==> src/rtl/mul_div_unit_pkg.sv <==
// Shared definitions for the HI/LO multiply-divide unit: op bit positions,
// FSM state encodings and reset constants for the architectural HI/LO pair.
package mul_div_unit_pkg;

   localparam int MD_OP_MULT  = 0;
   localparam int MD_OP_MULTU = 1;
   localparam int MD_OP_DIV   = 2;
   localparam int MD_OP_DIVU  = 3;
   localparam int MD_OP_MTHI  = 4;
   localparam int MD_OP_MTLO  = 5;
   localparam int MD_OP_W     = 6;

   typedef enum logic [1:0] {
      MD_ST_IDLE = 2'd0,
      MD_ST_MUL  = 2'd1,
      MD_ST_DIV  = 2'd2,
      MD_ST_FIX  = 2'd3
   } md_state_e;

   localparam logic [31:0] INI_MD_HI = 32'h0000_0000;
   localparam logic [31:0] INI_MD_LO = 32'h0000_0000;

   // Every non-IDLE state holds the pipeline.
   function automatic logic md_busy_state(input md_state_e st);
      return (st != MD_ST_IDLE);
   endfunction

endpackage

==> src/rtl/mul_div_unit_if.sv <==
// Bundle between EXE and the multiply-divide unit: op offer, read port,
// HI/LO visibility and the FSM state for observation.
interface mul_div_unit_if #(
   parameter int DATA_W = 32
);
   import mul_div_unit_pkg::*;

   // Handshake: EXE offers md_op_in; the unit takes it only on an edge where
   // md_busy_out is low and md_cancel_in is low, and ignores ops while busy.
   // A read is served when md_read_req_in is high and md_busy_out is low,
   // which is exactly when md_rdata_valid_out is high.
   logic [MD_OP_W-1:0] md_op_in;
   logic [DATA_W-1:0]  md_in0_in;
   logic [DATA_W-1:0]  md_in1_in;
   logic               md_cancel_in;
   logic               md_read_req_in;
   logic               md_read_sel_in;
   logic               md_busy_out;
   logic [DATA_W-1:0]  md_rdata_out;
   logic               md_rdata_valid_out;
   logic [DATA_W-1:0]  md_hi_out;
   logic [DATA_W-1:0]  md_lo_out;
   md_state_e          md_state_out;

   modport master (
      output md_op_in, md_in0_in, md_in1_in, md_cancel_in,
      output md_read_req_in, md_read_sel_in,
      input  md_busy_out, md_rdata_out, md_rdata_valid_out,
      input  md_hi_out, md_lo_out, md_state_out
   );

   modport slave (
      input  md_op_in, md_in0_in, md_in1_in, md_cancel_in,
      input  md_read_req_in, md_read_sel_in,
      output md_busy_out, md_rdata_out, md_rdata_valid_out,
      output md_hi_out, md_lo_out, md_state_out
   );

endinterface

==> src/rtl/mul_div_unit_divider.sv <==
// Iterative restoring radix-2 unsigned divider: one quotient bit per cycle,
// W steps, done flags the cycle in which the last step is taken.
module md_divider #(
   parameter int W = 32
) (
   input  logic         clk,
   input  logic         rst,
   input  logic         start,
   input  logic         cancel,
   input  logic [W-1:0] dividend,
   input  logic [W-1:0] divisor,
   output logic         done,
   output logic [W-1:0] quot,
   output logic [W-1:0] rem
);

   localparam int CNT_W = $clog2(W);

   logic             r_run;
   logic [CNT_W-1:0] r_cnt;
   logic [W-1:0]     r_quot;
   logic [W-1:0]     r_rem;
   logic [W-1:0]     r_dvs;
   logic [W:0]       w_shift;
   logic [W:0]       w_diff;
   logic             w_last;

   // Partial remainder stays below the divisor, so the shifted value fits W+1 bits.
   assign w_shift = {r_rem, r_quot[W-1]};
   assign w_diff  = w_shift - {1'b0, r_dvs};
   assign w_last  = (r_cnt == CNT_W'(W - 1));

   always_ff @(posedge clk or posedge rst) begin
      if (rst) begin
         r_run  <= 1'b0;
         r_cnt  <= '0;
         r_quot <= '0;
         r_rem  <= '0;
         r_dvs  <= '0;
      end else if (cancel) begin
         r_run <= 1'b0;
         r_cnt <= '0;
      end else if (start) begin
         r_run  <= 1'b1;
         r_cnt  <= '0;
         r_quot <= dividend;
         r_rem  <= '0;
         r_dvs  <= divisor;
      end else if (r_run) begin
         if (!w_diff[W]) begin
            r_rem  <= w_diff[W-1:0];
            r_quot <= {r_quot[W-2:0], 1'b1};
         end else begin
            r_rem  <= w_shift[W-1:0];
            r_quot <= {r_quot[W-2:0], 1'b0};
         end
         r_cnt <= r_cnt + 1'b1;
         if (w_last) begin
            r_run <= 1'b0;
         end
      end
   end

   assign done = r_run & w_last;
   assign quot = r_quot;
   assign rem  = r_rem;

endmodule

==> src/rtl/mul_div_unit.sv <==
// HI/LO multiply-divide unit beside EXE: multi-cycle MULT/MULTU/DIV/DIVU,
// MTHI/MTLO writes and MFHI/MFLO reads; busy stalls the pipeline.
module mul_div_unit #(
   parameter int MUL_LAT = 2,
   parameter int DATA_W  = 32
) (
   input  logic           clk,
   input  logic           rst,
   mul_div_unit_if.slave  md
);
   import mul_div_unit_pkg::*;

   localparam int PW   = 2 * DATA_W;
   localparam int MC_W = (MUL_LAT > 1) ? $clog2(MUL_LAT) : 1;

   md_state_e          r_state;
   md_state_e          w_state_nxt;
   logic [DATA_W-1:0]  r_hi;
   logic [DATA_W-1:0]  r_lo;
   logic               w_hi_we;
   logic               w_lo_we;
   logic [DATA_W-1:0]  w_hi_wdata;
   logic [DATA_W-1:0]  w_lo_wdata;
   logic               w_start_mul;
   logic               w_start_div;
   logic               w_busy;
   logic               w_is_mul;
   logic               w_is_div;

   assign w_is_mul = md.md_op_in[MD_OP_MULT] | md.md_op_in[MD_OP_MULTU];
   assign w_is_div = md.md_op_in[MD_OP_DIV]  | md.md_op_in[MD_OP_DIVU];

   // Multiplier: 33-bit extended operands make one signed multiply cover both ops.
   logic signed [DATA_W:0] w_mul_a;
   logic signed [DATA_W:0] w_mul_b;
   logic [PW-1:0]          w_mul_prod;
   logic [PW-1:0]          r_mul_pipe [MUL_LAT];
   logic [MC_W-1:0]        r_mul_cnt;
   logic                   w_mul_last;

   assign w_mul_a    = {md.md_op_in[MD_OP_MULT] & md.md_in0_in[DATA_W-1], md.md_in0_in};
   assign w_mul_b    = {md.md_op_in[MD_OP_MULT] & md.md_in1_in[DATA_W-1], md.md_in1_in};
   assign w_mul_prod = PW'(w_mul_a) * PW'(w_mul_b);
   assign w_mul_last = (r_state == MD_ST_MUL) && (r_mul_cnt == MC_W'(MUL_LAT - 1));

   always_ff @(posedge clk or posedge rst) begin
      if (rst) begin
         for (int i = 0; i < MUL_LAT; i++) begin
            r_mul_pipe[i] <= '0;
         end
         r_mul_cnt <= '0;
      end else if (w_start_mul) begin
         r_mul_pipe[0] <= w_mul_prod;
         r_mul_cnt     <= '0;
      end else if (r_state == MD_ST_MUL) begin
         for (int i = 1; i < MUL_LAT; i++) begin
            r_mul_pipe[i] <= r_mul_pipe[i-1];
         end
         r_mul_cnt <= r_mul_cnt + 1'b1;
      end
   end

   // Divider runs on magnitudes; signs and the divide-by-zero case are applied in FIX.
   logic              w_s0;
   logic              w_s1;
   logic [DATA_W-1:0] w_mag0;
   logic [DATA_W-1:0] w_mag1;
   logic              r_div_s0;
   logic              r_div_qneg;
   logic              r_div_zero;
   logic [DATA_W-1:0] r_div_dividend;
   logic              w_div_done;
   logic [DATA_W-1:0] w_div_quot;
   logic [DATA_W-1:0] w_div_rem;
   logic [DATA_W-1:0] w_quot_mag;
   logic [DATA_W-1:0] w_fix_hi;
   logic [DATA_W-1:0] w_fix_lo;

   assign w_s0   = md.md_op_in[MD_OP_DIV] & md.md_in0_in[DATA_W-1];
   assign w_s1   = md.md_op_in[MD_OP_DIV] & md.md_in1_in[DATA_W-1];
   assign w_mag0 = w_s0 ? (~md.md_in0_in + 1'b1) : md.md_in0_in;
   assign w_mag1 = w_s1 ? (~md.md_in1_in + 1'b1) : md.md_in1_in;

   always_ff @(posedge clk or posedge rst) begin
      if (rst) begin
         r_div_s0       <= 1'b0;
         r_div_qneg     <= 1'b0;
         r_div_zero     <= 1'b0;
         r_div_dividend <= '0;
      end else if (w_start_div) begin
         r_div_s0       <= w_s0;
         r_div_qneg     <= w_s0 ^ w_s1;
         r_div_zero     <= (md.md_in1_in == '0);
         r_div_dividend <= md.md_in0_in;
      end
   end

   md_divider #(
      .W (DATA_W)
   ) u_divider (
      .clk      (clk),
      .rst      (rst),
      .start    (w_start_div),
      .cancel   (md.md_cancel_in),
      .dividend (w_mag0),
      .divisor  (w_mag1),
      .done     (w_div_done),
      .quot     (w_div_quot),
      .rem      (w_div_rem)
   );

   assign w_quot_mag = r_div_zero ? '1 : w_div_quot;
   assign w_fix_lo   = r_div_qneg ? (~w_quot_mag + 1'b1) : w_quot_mag;
   assign w_fix_hi   = r_div_zero ? r_div_dividend :
                       (r_div_s0 ? (~w_div_rem + 1'b1) : w_div_rem);

   always_ff @(posedge clk or posedge rst) begin
      if (rst) begin
         r_state <= MD_ST_IDLE;
      end else begin
         r_state <= w_state_nxt;
      end
   end

   always_comb begin
      w_state_nxt = r_state;
      w_start_mul = 1'b0;
      w_start_div = 1'b0;
      w_hi_we     = 1'b0;
      w_lo_we     = 1'b0;
      w_hi_wdata  = r_hi;
      w_lo_wdata  = r_lo;
      case (r_state)
         MD_ST_IDLE: begin
            if (!md.md_cancel_in) begin
               if (md.md_op_in[MD_OP_MTHI]) begin
                  w_hi_we    = 1'b1;
                  w_hi_wdata = md.md_in0_in;
               end else if (md.md_op_in[MD_OP_MTLO]) begin
                  w_lo_we    = 1'b1;
                  w_lo_wdata = md.md_in0_in;
               end else if (w_is_mul) begin
                  w_start_mul = 1'b1;
                  w_state_nxt = MD_ST_MUL;
               end else if (w_is_div) begin
                  w_start_div = 1'b1;
                  w_state_nxt = MD_ST_DIV;
               end
            end
         end
         MD_ST_MUL: begin
            if (md.md_cancel_in) begin
               w_state_nxt = MD_ST_IDLE;
            end else if (w_mul_last) begin
               w_state_nxt = MD_ST_IDLE;
               w_hi_we     = 1'b1;
               w_lo_we     = 1'b1;
               {w_hi_wdata, w_lo_wdata} = r_mul_pipe[MUL_LAT-1];
            end
         end
         MD_ST_DIV: begin
            if (md.md_cancel_in) begin
               w_state_nxt = MD_ST_IDLE;
            end else if (w_div_done) begin
               w_state_nxt = MD_ST_FIX;
            end
         end
         MD_ST_FIX: begin
            w_state_nxt = MD_ST_IDLE;
            if (!md.md_cancel_in) begin
               w_hi_we    = 1'b1;
               w_lo_we    = 1'b1;
               w_hi_wdata = w_fix_hi;
               w_lo_wdata = w_fix_lo;
            end
         end
         default: begin
            w_state_nxt = MD_ST_IDLE;
         end
      endcase
   end

   always_ff @(posedge clk or posedge rst) begin
      if (rst) begin
         r_hi <= DATA_W'(INI_MD_HI);
         r_lo <= DATA_W'(INI_MD_LO);
      end else begin
         if (w_hi_we) r_hi <= w_hi_wdata;
         if (w_lo_we) r_lo <= w_lo_wdata;
      end
   end

   assign w_busy                = md_busy_state(r_state);
   assign md.md_busy_out        = w_busy;
   assign md.md_rdata_out       = md.md_read_sel_in ? r_hi : r_lo;
   assign md.md_rdata_valid_out = md.md_read_req_in & ~w_busy;
   assign md.md_hi_out          = r_hi;
   assign md.md_lo_out          = r_lo;
   assign md.md_state_out       = r_state;

endmodule
==> src/flat_wrapper.sv <==
// flat-port wrapper written by rule: the top's interface ports become plain ports
module mul_div_unit_flat import mul_div_unit_pkg::*;
#(
   parameter int MUL_LAT = 2,
   parameter int DATA_W  = 32
)
  (clk, rst, md_md_op_in, md_md_in0_in, md_md_in1_in, md_md_cancel_in, md_md_read_req_in, md_md_read_sel_in, md_md_busy_out, md_md_rdata_out, md_md_rdata_valid_out, md_md_hi_out, md_md_lo_out, md_md_state_out);
  mul_div_unit_if #(.DATA_W(DATA_W)) md_i ();
  input  logic clk;
  input  logic rst;
  input wire logic [$bits(md_i.md_op_in)-1:0] md_md_op_in;
  input wire logic [$bits(md_i.md_in0_in)-1:0] md_md_in0_in;
  input wire logic [$bits(md_i.md_in1_in)-1:0] md_md_in1_in;
  input wire logic [$bits(md_i.md_cancel_in)-1:0] md_md_cancel_in;
  input wire logic [$bits(md_i.md_read_req_in)-1:0] md_md_read_req_in;
  input wire logic [$bits(md_i.md_read_sel_in)-1:0] md_md_read_sel_in;
  output wire logic [$bits(md_i.md_busy_out)-1:0] md_md_busy_out;
  output wire logic [$bits(md_i.md_rdata_out)-1:0] md_md_rdata_out;
  output wire logic [$bits(md_i.md_rdata_valid_out)-1:0] md_md_rdata_valid_out;
  output wire logic [$bits(md_i.md_hi_out)-1:0] md_md_hi_out;
  output wire logic [$bits(md_i.md_lo_out)-1:0] md_md_lo_out;
  output wire logic [$bits(md_i.md_state_out)-1:0] md_md_state_out;
  assign md_i.md_op_in = md_md_op_in;
  assign md_i.md_in0_in = md_md_in0_in;
  assign md_i.md_in1_in = md_md_in1_in;
  assign md_i.md_cancel_in = md_md_cancel_in;
  assign md_i.md_read_req_in = md_md_read_req_in;
  assign md_i.md_read_sel_in = md_md_read_sel_in;
  assign md_md_busy_out = md_i.md_busy_out;
  assign md_md_rdata_out = md_i.md_rdata_out;
  assign md_md_rdata_valid_out = md_i.md_rdata_valid_out;
  assign md_md_hi_out = md_i.md_hi_out;
  assign md_md_lo_out = md_i.md_lo_out;
  assign md_md_state_out = md_i.md_state_out;
  mul_div_unit #(.MUL_LAT(MUL_LAT), .DATA_W(DATA_W)) u_core (.clk(clk), .rst(rst), .md(md_i));
endmodule
==> config.mk <==
export PLATFORM = sky130hd
export DESIGN_NAME = mul_div_unit_flat
export DESIGN_NICKNAME = d
export VERILOG_FILES = /design/src/rtl/mul_div_unit_pkg.sv /design/src/rtl/mul_div_unit_if.sv /design/src/rtl/mul_div_unit_divider.sv /design/src/rtl/mul_div_unit.sv /design/src/flat_wrapper.sv
export SDC_FILE = /design/constraint.sdc
export NUM_CORES = 2
export LEC_CHECK = 0
export ABC_AREA = 1
export CELL_PAD_IN_SITES_DETAIL_PLACEMENT = 1
export CELL_PAD_IN_SITES_GLOBAL_PLACEMENT = 1
export CORE_ASPECT_RATIO = 1.2
export CORE_UTILIZATION = 45
export CTS_CLUSTER_DIAMETER = 60
export DETAILED_ROUTE_END_ITERATION = 10
export GPL_ROUTABILITY_DRIVEN = 0
export HOLD_SLACK_MARGIN = 0.02
export PLACE_DENSITY = 0.8
export SLEW_MARGIN = 25
export SYNTH_ARGS = -nofsm -noshare
export SYNTH_HDL_FRONTEND = slang
export SYNTH_SLANG_ARGS = --single-unit
export TNS_END_PERCENT = 50
==> constraint.sdc <==
create_clock -name clk -period 14.7 [get_ports clk]
set_clock_uncertainty 0.05 [all_clocks]
set_input_delay 3.675 -clock clk [delete_from_list [all_inputs] [get_ports clk]]
set_output_delay 3.675 -clock clk [all_outputs]
set_load 0.01 [all_outputs]
# After elaboration in Yosys (flattened, before gate mapping)
# Index checks and enable logic that the tools add are counted.
# op_classes
n_reduce_logical	14
add_sub_neg	7
mul	1
n_shift	0
n_eq_ne	15
n_div	0
mux	66
n_bitwise	16
order_cmp	0
# ops
cell	n
two-way mux 32 bit	23
one-hot mux 32 bit (3 select lines)	2
adder 32 x 1 -> 32 bit, second input constant	4
NOT 32 bit	4
multiplier 33 x 33 -> 64 bit	1
subtractor 33 x 32 -> 33 bit	1
logical NOT 32 bit	1
two-way mux 1 bit	26
two-way mux 2 bit	9
two-way mux 5 bit	3
inequality test 2 bit, second input constant	7
one-hot mux 2 bit (4 select lines)	1
AND reduction 8 bit	1
AND reduction 7 bit	1
bitwise AND 1 bit	6
one-hot mux 1 bit (3 select lines)	2
AND reduction 2 bit	3
AND reduction 6 bit	1
nonzero test 2 bit	3
nonzero test 3 bit	2
adder 5 x 1 -> 5 bit, second input constant	1
equality test 5 bit, second input constant	1
equality test 2 bit, second input constant	2
inequality test 3 x 1 -> 1 bit, second input constant	1
10 further kinds	13
# word_totals
inputBits	75
n_memories	0
wordCells	134
out_inout_bits	100
rom_bits	0
latchBits	0
reg_bits	332
ram_bits	0

# Longest topological paths before layout
# depth
ltp_word	9
mapped_depth	35
depth_no_buf	33

# Cells and area by module
# Synthesis repeated with hierarchy kept, for this count alone.
# hier_totals
cells_unflattened	8247
hier_area_um2	61541.5
# by_module_without_submodules
mod	instances	area_per_inst_um2	seq_area_each_um2	cells_per_inst
mul_div_unit	1	54088.1	5755.5	7119
md_divider	1	7453.4	2552.4	1128

# Least setup slack after synthesis
# Ideal clock, no wire load.
# synth_path
path_type	input to register
startpoint	input port md_md_in0_in[31]
endpoint	register u_core.r_mul_pipe[125] in the netlist's numbering
required_time_ps	14533
setup_time_ps	117
setup_slack_ps	3823
arrival_time_ps	10710
stages	31
cell_sequence	clkbuf_1 > nand2_1 > clkbuf_1 > clkbuf_1 > nor2_1 > fa_1 > inv_1 > fa_1 > inv_1 > fa_1 > inv_1 > fa_1 > fa_1 > inv_1 > fa_1 > inv_1 > fa_1 > fa_1 > inv_1 > ha_1 > nand2_1 > nor2_1 > nand2_1 > inv_1 > nand2_1 > nor3_1 > nand2_1 > nand2_1 > nand2_1 > nand3_1 > nand2_1
# synth_between
elab_chain_cells	2
# synth_lines
item	line_no	text
start, declared	flat_wrapper.sv:12	input wire logic [$bits(md_i.md_in0_in)-1:0] md_md_in0_in;
bitwise AND 1 bit	mul_div_unit.sv:41	assign w_mul_a = {md.md_op_in[MD_OP_MULT] & md.md_in0_in[DATA_W-1], md.md_in0_in};
multiplier 33 x 33 -> 64 bit *	mul_div_unit.sv:43	assign w_mul_prod = PW'(w_mul_a) * PW'(w_mul_b);
end signal, assigned by index	mul_div_unit.sv:57	r_mul_pipe[i] <= r_mul_pipe[i-1];
end, declared	mul_div_unit.sv:37	logic [PW-1:0] r_mul_pipe [MUL_LAT];
# Every way passes the cells marked *; elsewhere a longest branch is shown, timed or not.
# A chain may end at the register's enable or synchronous reset.

# Worst setup path after layout
# layout_path
startpoint	input port md_md_in1_in[6]
endpoint	register u_core.r_mul_pipe[121] in the netlist's numbering
# layout_between
elab_chain_cells	1
# layout_lines
item	line_no	text
start, declared	flat_wrapper.sv:13	input wire logic [$bits(md_i.md_in1_in)-1:0] md_md_in1_in;
multiplier 33 x 33 -> 64 bit	mul_div_unit.sv:43	
# Every way passes these cells.

==> flow_summary.yaml <==
sta:
  maxSlewHeadroom: 0.257
  fmax_mhz: 82.3
  tns_ps: 0
  setup_viol: 0
  grt_setup_unrepaired: "false"
  fin_crit_sh: 0.827
  slew_violations: 0
  tightest_slew_ps: 1110
  hold_viol: 0
  min_period_ps: 12160
worst_setup_path:
  criticalPathCategory: "in -> reg"
  cpMostUsedCell: "fa_1"
  crit_slowest_cell: "clkdlybuf4s50_1"
  worstPathRequired_ps: 15180
  crit_buf_inv: 8
  slowest_delay_ps: 1190
  worst_path_dominant_cell_family: "adder cells"
  arrival_ps: 12640
  cp-start-kind: "primary input"
  cp_max_fo: 14
  cp-end-kind: "register"
placed_design:
  placement.io_buffers: 174
  dp_hpwl_um: 200000
cts:
  htree_levels: 2
  cts-root-buf: "clkbuf_16"
  postCtsHoldBufs: 0
  clk_pin_slew_ps: 60
  cts_resized: 0
  cts_tree: "built"
  clk_latency_ps: 600
  cts_setup_buffers: 0
  ctsLongestPathBuffers: 3
  cts_sinks: 332
  cts_buffers: 44
finish:
  area_growth_syn_to_layout_pct: 7.29
  mostFrequentLayoutCell: "nand2_1"
  nNetsFinal: 9683
  drive_above_1_share: 0.0399
  final_cell_mix: "2512 x nand2_1, 2012 x inv_1, 1126 x fa_1"
  fillers: 17300
global_routing:
  grt.overflow.total: 0
  antenna_found_initial: 8
  grt_use_total: 0.371
  grt_pass1_wl_um: 382000
  grt_max_degree: 155
  grt_pass1_vias: 62300
hold_path:
  worstHoldPathType: "reg -> reg"
floorplanning:
  fp.coreArea_sq_mm: 0.136
  die_area_sq_mm: 0.138
  initial_core_util: 0.454
  std_cell_rows: 148
  io_pins: 175
  fp.dieW_um: 340
  dieHeight_um: 407
routing:
  ant_nets: 0
  drt_iter0_drc: 4169
  first_pass_iters: 7
  via_count: 56400
  post-route-drc-count: 0
  wl_per_cell_um: 25.2
  dr_wl_met3_um: 17600
  wl_met1_um: 89400
  routed_wirelength_um: 253000
  via_per_inst: 5.61
  wl_met2_um: 121000
  top_layer: "met5"
synthesis:
  ys.flop_type: "dfrtp_1"
  synthArstFlopShare: 1.00
  synthCells: 8309
  synth_area_sq_mm: 0.0615
  synth_cell_types: 56
  synth_edf_count: 0
  ys_ff_latch: 332
  seq_area_frac_synth: 0.135
  ys_warn_count: 0
  synth_nets: 9764
  syn_avg_cell_area_sq_um: 7.40
outcome:
  status: "completed"
job:
  cap_violations: 0
synthesized netlist by cell type, types with 17 or more instances:
cell type / n / area [sq um]
fa_1: 1126 / 22500
a211oi_1: 40 / 300
nand2_1: 2514 / 9440
o211ai_1: 33 / 248
a21oi_1: 161 / 806
ha_1: 254 / 3180
dfrtp_1: 332 / 8310
nor3_1: 30 / 150
xnor2_1: 23 / 201
xor2_1: 40 / 350
o21ai_1: 24 / 120
nand3_1: 374 / 1870
buf_2: 45 / 225
o21bai_1: 17 / 128
nand4_1: 56 / 350
nor2_2: 21 / 131
nor2_1: 443 / 1660
buf_1: 79 / 297
clkbuf_1: 257 / 965
o21ai_0: 242 / 1210
inv_1: 2013 / 7560
layout make-up:
type	instances	area (sq um)	area share
clock inverter	24	322	0.00487
sequential	332	8310	0.126
timing repair buffer	262	2180	0.0331
clock buffer	57	1250	0.0190
tap	1800	2250	0.0341
multi-input combinational	5559	44100	0.667
antenna	3	7.51	0.000114
inverter	2029	7620	0.116
sequential cells by signal, indices dropped and copies added, names as in the netlist, 2 cells and up:
signal	cells
u_core.u_divider.r_cnt	5
u_core.r_div_dividend	32
u_core.md.md_state_out	2
u_core.md.md_hi_out	32
u_core.u_divider.rem	32
u_core.u_divider.quot	32
u_core.md.md_lo_out	32
u_core.r_mul_pipe	128
u_core.u_divider.r_dvs	32
through the flow:
step	cells	setup WS [ps]	instance area, sq um	hold slack (ps)	utilization
4_1_cts	10100	2390	66000	426	0.487
2_1_floorplan	8309	1780	61500	392	-
5_1_grt	10100	2200	66000	448	0.487
3_5_place_dp	9981	1840	64400	412	0.475
6_report	10100	2540	66000	424	0.487
3_3_place_gp	9981	2130	64400	404	0.475
logic make-up (layout without fill, tap and decap cells):
| kind of cell | Yosys count | after routing | share of synthesized area |
|---|---|---|---|
| AND/OR/NAND/NOR | 3528 | 3528 | 0.234 |
| AO/OA/AOI/OAI | 587 | 587 | 0.0545 |
| flip-flops | 332 | 332 | 0.135 |
| multiplexers | 1 | 1 | 0.000163 |
| other | 0 | 3 | 0 |
| buffers and inverters | 2418 | 2372 | 0.149 |
| XOR/XNOR | 63 | 63 | 0.00897 |
| adder cells (fa/ha/maj) | 1380 | 1380 | 0.418 |
worst reg2reg max path, stage by stage (launching register included):
cell,delay (ps)
dfrtp_1,430
inv_1,160
ha_1,360
nand2_1,140
nor2_2,210
nand2_4,60
buf_4,360
a21oi_4,520
buf_16,230
nand2_1,660
inv_2,940
nand3_1,630
nand2_1,250
nand2_1,90
nand2_1,60
layer usage:
metal	up-vias	global-route usage
li1	24100	-
met1	28800	0.421
met2	2563	0.623
met3	1013	0.0559
met4	4	0.303
met5	-	0
final timing paths:
check | startpoint | end | slack (ps) | cells after the start
worst max-delay path | md_md_in1_in[6] | u_core.r_mul_pipe[121] | 2540 | 29
worst min-delay path | u_core.r_mul_pipe[9] | u_core.r_mul_pipe[9] | 420 | 2
worst max register to register | u_core.md.md_state_out[1] | u_core.u_divider.rem[29] | 9490 | 14
worst min register to register | u_core.r_mul_pipe[9] | u_core.r_mul_pipe[9] | 420 | 2
max in group asynchronous | rst | u_core.r_div_zero | 9490 | 3
min in group asynchronous | rst | u_core.md.md_hi_out[10] | 3610 | 2
Power is left out: the tool's default activity adds up to more than one toggle a clock period on the data nets, which glitch-free logic cannot reach.
